--- config.mk ---
export PLATFORM = sky130hd
export DESIGN_NAME = ins_loader
export DESIGN_NICKNAME = d
export VERILOG_FILES = /design/src/rtl/loader_pkg.sv /design/src/rtl/xor_accum.sv /design/src/rtl/ins_loader.sv
export SDC_FILE = /design/constraint.sdc
export NUM_CORES = 1
export LEC_CHECK = 0
export CAP_MARGIN = 20
export CORE_ASPECT_RATIO = 1.4
export CORE_MARGIN = 1.5
export CORE_UTILIZATION = 45
export CTS_CLUSTER_SIZE = 40
export DETAILED_ROUTE_END_ITERATION = 10
export PLACE_DENSITY = 0.7
export SLEW_MARGIN = 20
export SYNTH_ARGS = -nofsm -noshare
export SYNTH_HDL_FRONTEND = slang
export SYNTH_SLANG_ARGS = --single-unit
export TNS_END_PERCENT = 100
--- constraint.sdc ---
create_clock -name clk -period 2.7 [get_ports clk]
set_input_delay 0.54 -clock clk [delete_from_list [all_inputs] [get_ports clk]]
set_output_delay 0.54 -clock clk [all_outputs]
set_load 0.03 [all_outputs]
--- src/rtl/loader_pkg.sv ---
// Shared types and constants for the boot-time instruction loader.
// Stream layout: one count byte, 2N instruction bytes, one XOR checksum byte.
package loader_pkg;

    typedef enum logic [2:0] {
        StCount,
        StHi,
        StLo,
        StWrite,
        StChk,
        StRun,
        StErr
    } ldr_state_t;

    localparam int unsigned LDR_DEPTH_DEF = 100;
    localparam int unsigned LDR_CHK_W     = 8;
    localparam int unsigned HDR_BYTES     = 1;
    localparam int unsigned TRL_BYTES     = 1;

    // States in which the loader takes a byte from the stream.
    function automatic logic ldr_accepting(input ldr_state_t st);
        return (st == StCount) || (st == StHi) || (st == StLo) || (st == StChk);
    endfunction

endpackage

--- src/rtl/xor_accum.sv ---
// Running 8-bit XOR checksum register with synchronous clear and enable.
module xor_accum
    import loader_pkg::*;
(
    input  logic                 clk,
    input  logic                 rst,
    input  logic                 clr,
    input  logic                 en,
    input  logic [LDR_CHK_W-1:0] din,
    output logic [LDR_CHK_W-1:0] acc
);

    logic [LDR_CHK_W-1:0] acc_q;

    always_ff @(posedge clk) begin
        if (rst || clr) begin
            acc_q <= '0;
        end else if (en) begin
            acc_q <= acc_q ^ din;
        end
    end

    assign acc = acc_q;

endmodule

--- src/rtl/ins_loader.sv ---
// Boot loader: assembles 16-bit words from a byte stream, writes them to instruction
// memory from address 0, and releases the processor only after the checksum verifies.
module ins_loader
    import loader_pkg::*;
#(
    parameter int unsigned DEPTH  = LDR_DEPTH_DEF,
    parameter int unsigned ADDR_W = 8
) (
    input  logic              clk,
    input  logic              rst,
    input  logic              byte_valid,
    input  logic [7:0]        byte_data,
    output logic              byte_ready,
    output logic              imem_we,
    output logic [ADDR_W-1:0] imem_addr,
    output logic [15:0]       imem_wdata,
    output logic              cpu_run,
    output logic              load_done,
    output logic              load_err
);

    ldr_state_t           state_q, state_d;
    logic [ADDR_W-1:0]    idx_q, idx_d;
    logic [ADDR_W-1:0]    cnt_q, cnt_d;
    logic [7:0]           hi_q, hi_d;
    logic [7:0]           lo_q, lo_d;
    logic [ADDR_W-1:0]    idx_inc;
    logic                 accept;
    logic                 hdr_bad;
    logic                 chk_clr;
    logic                 chk_en;
    logic [LDR_CHK_W-1:0] chk_sum;

    xor_accum u_xor_accum (
        .clk (clk),
        .rst (rst),
        .clr (chk_clr),
        .en  (chk_en),
        .din (byte_data),
        .acc (chk_sum)
    );

    // All outputs decode registered state only; nothing depends combinationally on byte_valid.
    assign byte_ready = ldr_accepting(state_q);
    assign accept     = byte_valid & byte_ready;
    assign idx_inc    = idx_q + ADDR_W'(1);
    assign hdr_bad    = (byte_data == 8'h00) || (32'(byte_data) > DEPTH);

    assign imem_we    = (state_q == StWrite);
    assign imem_addr  = idx_q;
    assign imem_wdata = {hi_q, lo_q};
    assign cpu_run    = (state_q == StRun);
    assign load_done  = (state_q == StRun);
    assign load_err   = (state_q == StErr);

    always_comb begin
        state_d = state_q;
        idx_d   = idx_q;
        cnt_d   = cnt_q;
        hi_d    = hi_q;
        lo_d    = lo_q;
        chk_clr = 1'b0;
        chk_en  = 1'b0;

        unique case (state_q)
            StCount: begin
                if (accept) begin
                    if (hdr_bad) begin
                        state_d = StErr;
                    end else begin
                        cnt_d   = ADDR_W'(byte_data);
                        idx_d   = '0;
                        chk_clr = 1'b1;
                        state_d = StHi;
                    end
                end
            end
            StHi: begin
                if (accept) begin
                    hi_d    = byte_data;
                    chk_en  = 1'b1;
                    state_d = StLo;
                end
            end
            StLo: begin
                if (accept) begin
                    lo_d    = byte_data;
                    chk_en  = 1'b1;
                    state_d = StWrite;
                end
            end
            StWrite: begin
                idx_d   = idx_inc;
                state_d = (idx_inc == cnt_q) ? StChk : StHi;
            end
            StChk: begin
                if (accept) begin
                    state_d = (byte_data == chk_sum) ? StRun : StErr;
                end
            end
            StRun:   state_d = StRun;
            StErr:   state_d = StErr;
            default: state_d = StErr;
        endcase
    end

    always_ff @(posedge clk) begin
        if (rst) begin
            state_q <= StCount;
            idx_q   <= '0;
            cnt_q   <= '0;
            hi_q    <= '0;
            lo_q    <= '0;
        end else begin
            state_q <= state_d;
            idx_q   <= idx_d;
            cnt_q   <= cnt_d;
            hi_q    <= hi_d;
            lo_q    <= lo_d;
        end
    end

endmodule

==> metrics.yaml, run 1 <==
detailed_routing:
  detail_route.wl_per_cell_microns: 13.7
  final_antenna_net_count: 0
  drcViolationCount: 0
  drt_wl_total_microns: 5040
  drt_iter0_markers: 116
  dr.pass1.iters: 4
  viasPerCell: 5.26
  via_count: 1935
placed_design:
  dp_hpwl_microns: 3760
  placement.io_buffers: 39
  gp_congestion: 0.815
  dp.cells: 360
pwr:
  p_sw_frac: 0.305
  seqPwrFrac: 0.499
  power.internal_uw: 976
  power.share.combinational: 0.211
  clkPwrFrac: 0.290
  ir_worst_vdd_mv: 0.351
  switchingPower_uw: 429
  p_per_area_nw_per_um2: 514
  power_leakage_nw: 0.999
timing:
  final.min_clock_period_ns: 2.51
  relSlewSlack: 0.736
  clock.fmax_mhz: 398
  slew_viol_final: 0
  hold_viol_final: 0
  setup_violations: 0
  rsz0062_at_grt: "false"
  tightest_slew_ns: 0.395
  finalCritPeriodShare: 0.931
  finalClockSkew_ns: 0.00350
  fin_setup_tns_ns: 0
finish:
  n_fill_cell: 421
  n_antenna_cell: 0
  finalNonFillerCells: 368
  syn_to_final_growth_pct: 26.3
  regArea_sq_um: 861
  drive_above_1_share: 0.0980
  multi_input_comb_area_sq_um: 1190
  fin_nets: 317
  mostFrequentLayoutCells: "nand2_1, dfxtp_1, clkdlybuf4s50_1, nor2_1, a21oi_1"
  postLayoutCoreUtil: 0.597
  final_common_cell: "nand2_1"
cts:
  numCtsBuffers: 5
  cts_setup_buffers: 0
  clkLatencyLatePin_ns: 0.30
  clockRootBuffer: "clkbuf_8"
  postCtsHoldBufs: 0
  cts.sinks: 43
  clk_pin_slew_ns: 0.08
  cts_tree: "built"
  htreeDepth: 2
  ctsLongestPathBuffers: 2
  cts.repair.resized: 0
global_route:
  grt_max_degree: 22
  antenna_found_initial: 0
  grt.total_usage: 0.207
  grt_pass1_vias: 1779
  grt_overflow_total: 0
  grt_pass1_wl_microns: 8240
setup_path:
  r2r-start: "imem_addr[1]$_SDFFE_PP0P_"
  crit_chain: "nand2_1, nor2_1, clkdlybuf4s50_1"
  rrSetupSlack_ns: 0.57
  arrival_ns: 1.97
  worst_setup_path_start_kind: "register"
  cp.required_ns: 2.16
  crit_family: "buffers and inverters"
  slowest_stage: "clkdlybuf4s50_1"
  path_buf_inv: 1
  crit_type: "reg2out"
  setup.worst_path.start: "state_q[0]$_SDFFE_PP0P_"
  crit_path_max_incr_delay_ns: 0.70
  end_kind: "output port"
  cp_max_fo: 14
synth:
  synth_cell_types: 49
  ys.flop_type: "dfxtp_1"
  synth_top_area_cell: "dfxtp_1"
  synth_area_leaders: "dfxtp_1, nand2_1, xor2_1"
  synth_seq_cells: 43
  post-synth-top-area-fraction: 0.398
  avgSynthCellArea_sq_um: 8.10
  synth_edf_count: 0
  syn_area_sq_um: 2160
  synthesis.nets: 279
  async_flop_share: 0
  ys.warnings.count: 0
  seq_area_frac_synth: 0.398
  syn_inst: 267
floorplanning:
  coreArea_sq_um: 4570
  die_w_microns: 61.6
  top_level_ports: 40
  die-area_sq_um: 5240
  start_util: 0.473
  die_h_microns: 85.0
  row_count: 29
run:
  maxCapViolations: 0
hold_path:
  hold_class: "reg2reg"
  hold_start: "lo_q[7]$_SDFFE_PP0P_"
status:
  outcome: "complete, no violations"
-- power by group through the flow --
stage,clock network (mW),logic [mW],registers [mW]
floorplan,0,0.178,0.730
global placement,0,0.294,0.716
detailed placement,0,0.295,0.716
CTS,0.415,0.297,0.701
global route,0.439,0.323,0.707
finish,0.408,0.296,0.701
-- flip-flops by register name, summed over array words and instances (netlist names) --
register	cells
lo_q	8
state_q	3
cnt_q	8
hi_q	8
u_xor_accum.acc	8
imem_addr	8
-- path summary, 6_finish.rpt --
check | endpoint | cells after the start
max | imem_we | 3
min | lo_q[7]$_SDFFE_PP0P_ | 2
max reg2reg | state_q[0]$_SDFFE_PP0P_ | 6
min reg2reg | lo_q[7]$_SDFFE_PP0P_ | 2
-- per-stage QoR --
step                total power, mW  cell area [sq um]  setup WS [ns]  hold WS, ns
floorplan                     0.907               2160          0.472        0.421
global placement               1.01               2640          0.284        0.446
detailed placement             1.01               2640          0.262        0.447
CTS                            1.41               2730          0.201        0.459
global route                   1.47               2730         0.0375        0.474
finish                         1.41               2730          0.188        0.456
-- layer usage --
| metal | global-route usage | vias up | wire, microns |
|---|---|---|---|
| met5 | 0 | - | 0 |
| met4 | 0.0580 | 0 | 50 |
| met2 | 0.362 | 30 | 2630 |
| met1 | 0.252 | 917 | 2250 |
| met3 | 0.0366 | 5 | 113 |
| li1 | - | 983 | - |
-- tightest hold or removal path, stage by stage, from the launching register on --
cell and delay [ns]:
dfxtp_1 0.31, nand2_1 0.05, a21oi_1 0.05
-- cell families after synthesis --
family | after synthesis | synth area share
AND/OR/NAND/NOR | 110 | 0.254
AO/OA/AOI/OAI | 51 | 0.147
flip-flops | 43 | 0.398
buffers and inverters | 28 | 0.0521
XOR/XNOR | 25 | 0.101
multiplexers | 9 | 0.0416
adder cells (fa/ha/maj) | 1 | 0.00578
-- cells in the mapped netlist (2+ instances only) --
| cell type | number |
|---|---|
| o32ai_1 | 3 |
| mux2i_1 | 9 |
| or2_2 | 2 |
| or4_1 | 2 |
| a31oi_1 | 2 |
| nor2_1 | 25 |
| xor2_1 | 17 |
| and3_1 | 2 |
| nor4_1 | 4 |
| a211oi_1 | 4 |
| buf_2 | 2 |
| o22ai_1 | 4 |
| dfxtp_1 | 43 |
| inv_1 | 7 |
| a21o_1 | 2 |
| clkbuf_1 | 16 |
| nand2b_1 | 5 |
| o21ai_0 | 4 |
| xnor2_1 | 8 |
| o21ai_1 | 2 |
| a21oi_1 | 24 |
| nor3_1 | 6 |
| nand2_1 | 48 |
-- layout make-up --
| class | count | area share |
|---|---|---|
| well taps | 62 | 0.0284 |
| repair buffers | 52 | 0.179 |
| inverters | 7 | 0.00962 |
| clock buffers | 5 | 0.0252 |
| multi-input cells | 196 | 0.436 |
| flip-flops and latches | 43 | 0.315 |
| clock inverters | 3 | 0.00733 |
Power figures use the tool's default switching activity.
==> run 2, diff against run 1 <==
- GPL_ROUTABILITY_DRIVEN: default -> 0
==> results of run 2 <==
No change in the layout: final DEF, timing and power equal those of run 1.
==> run 3, diff against run 2 <==
- PLACE_DENSITY: 0.7 -> 0.73
==> run 3 against run 2 <==
  * Maximum frequency down 0.76%
  * Final area up 1.7%
  * Non-clock buffer count unchanged
  * Via count up 0.72%
  * Die area unchanged
  * Total power up 14%
  * Register-to-register slack about the same
  * Critical path type unchanged
  * Critical endpoint unchanged
==> metrics.yaml, run 3 (synthesis gave the netlist of run 1 again) <==
status:
  outcome: "complete, no violations"
cts:
  ctsLongestPathBuffers: 2
  numCtsBuffers: 5
  clockRootBuffer: "clkbuf_8"
  cts.repair.resized: 0
  cts_setup_buffers: 0
  cts_tree: "built"
  cts.sinks: 43
  postCtsHoldBufs: 0
  htreeDepth: 2
  clk_pin_slew_ns: 0.09
  clkLatencyLatePin_ns: 0.30
detailed_routing:
  drcViolationCount: 0
  drt_iter0_markers: 115
  viasPerCell: 5.30
  via_count: 1949
  highest_layer: "met4"
  final_antenna_net_count: 0
  dr.pass1.iters: 4
  met2WireLength_microns: 2650
  routedLengthMet1_microns: 2240
  detail_route.wl_per_cell_microns: 14.0
  drt_wl_total_microns: 5150
  dr_wl_met3_microns: 152
pwr:
  p_per_area_nw_per_um2: 575
  clkPwrFrac: 0.376
  power_leakage_nw: 1.02
  p_sw_frac: 0.271
  switchingPower_uw: 434
  power.share.combinational: 0.184
  ir_worst_vdd_mv: 0.438
  power.internal_mw: 1.17
  power_mw: 1.60
  seqPwrFrac: 0.440
timing:
  slew_viol_final: 0
  hold_viol_final: 0
  fin_setup_tns_ns: 0
  setup_violations: 0
  rsz0062_at_grt: "false"
  finalClockSkew_ns: 0.00812
  finalCritPeriodShare: 0.938
  whs_ns: 0.454
  tightest_slew_ns: 0.524
  clock.fmax_mhz: 395
  final.min_clock_period_ns: 2.53
  relSlewSlack: 0.650
floorplanning:
  top_level_ports: 40
  start_util: 0.473
  die-area_sq_um: 5240
  die_h_microns: 85.0
  coreArea_sq_um: 4570
  row_count: 29
  die_w_microns: 61.6
placed_design:
  dp_hpwl_microns: 3750
  placement.io_buffers: 39
global_route:
  grt_pass1_wl_microns: 8490
  antenna_found_initial: 0
  grt.total_usage: 0.213
  grt_overflow_total: 0
  grt_pass1_vias: 1830
  grt_max_degree: 17
finish:
  n_fill_cell: 432
  drive_above_1_share: 0.0980
  mostFrequentLayoutCells: "nand2_1, dfxtp_1, clkdlybuf4s50_1, nor2_1, a21oi_1"
  fin_nets: 317
  final_common_cell: "nand2_1"
  syn_to_final_growth_pct: 28.5
  n_antenna_cell: 0
setup_path:
  cp_max_fo: 14
  arrival_ns: 1.99
  end_kind: "output port"
  rrSetupSlack_ns: 0.58
  crit_type: "reg2out"
  setup.worst_path.start: "state_q[0]$_SDFFE_PP0P_"
  r2r-start: "imem_addr[1]$_SDFFE_PP0P_"
  cp.required_ns: 2.16
  worst_setup_path_start_kind: "register"
hold_path:
  hold_class: "reg2reg"
  hold_start: "cnt_q[7]$_SDFFE_PP0P_"
run:
  maxCapViolations: 0
==> run 3: cell count changes in the layout (fill, tap and decap cells not counted), sizes merged <==
cell / change
clkinvlp: -1
clkinv: -1
bufinv: +2
==> run 3: path summary, 6_finish.rpt <==
kind,depth (start not counted),endpoint
hold reg to reg,2,cnt_q[7]$_SDFFE_PP0P_
hold / removal,2,cnt_q[7]$_SDFFE_PP0P_
setup reg to reg,6,state_q[0]$_SDFFE_PP0P_
setup / recovery,3,imem_we
==> run 3: final cells by class <==
class	instances	area (sq um)	share of cell area
Clock buffer	5	68.8	0.0248
Multi-Input combinational cell	196	1190	0.428
Timing Repair Buffer	52	488	0.176
Clock inverter	3	67.6	0.0243
Tap cell	62	77.6	0.0279
Inverter	7	26.3	0.00946
Sequential cell	43	861	0.310
==> run 3: metrics by stage <==
step | cell area, sq um | util | instances | setup slack [ns]
6_report | 2780 | 0.608 | 368 | 0.168
5_1_grt | 2780 | 0.608 | 368 | 0.0101
3_5_place_dp | 2640 | 0.578 | 360 | 0.306
3_3_place_gp | 2640 | 0.578 | 360 | 0.307
4_1_cts | 2780 | 0.608 | 368 | 0.147
2_1_floorplan | 2160 | - | 267 | 0.472
==> run 3: power by group through the flow <==
stage | Combinational, mW | Sequential (mW) | Clock [mW]
floorplan | 0.178 | 0.730 | 0
global placement | 0.289 | 0.719 | 0
detailed placement | 0.292 | 0.719 | 0
CTS | 0.294 | 0.704 | 0.609
global route | 0.321 | 0.710 | 0.638
finish | 0.294 | 0.704 | 0.601
==> run 3: critical path, cell delays in order, from the launching register on <==
cell             delay [ns]
dfxtp_1                0.57
nand2_1                0.19
nor2_1                 0.22
clkdlybuf4s50_1        0.71
==> run 3: layer usage <==
metal | up-vias | track usage
met5 | - | 0
met3 | 10 | 0.0351
met2 | 45 | 0.345
li1 | 980 | -
met1 | 914 | 0.272
met4 | 0 | 0.0870
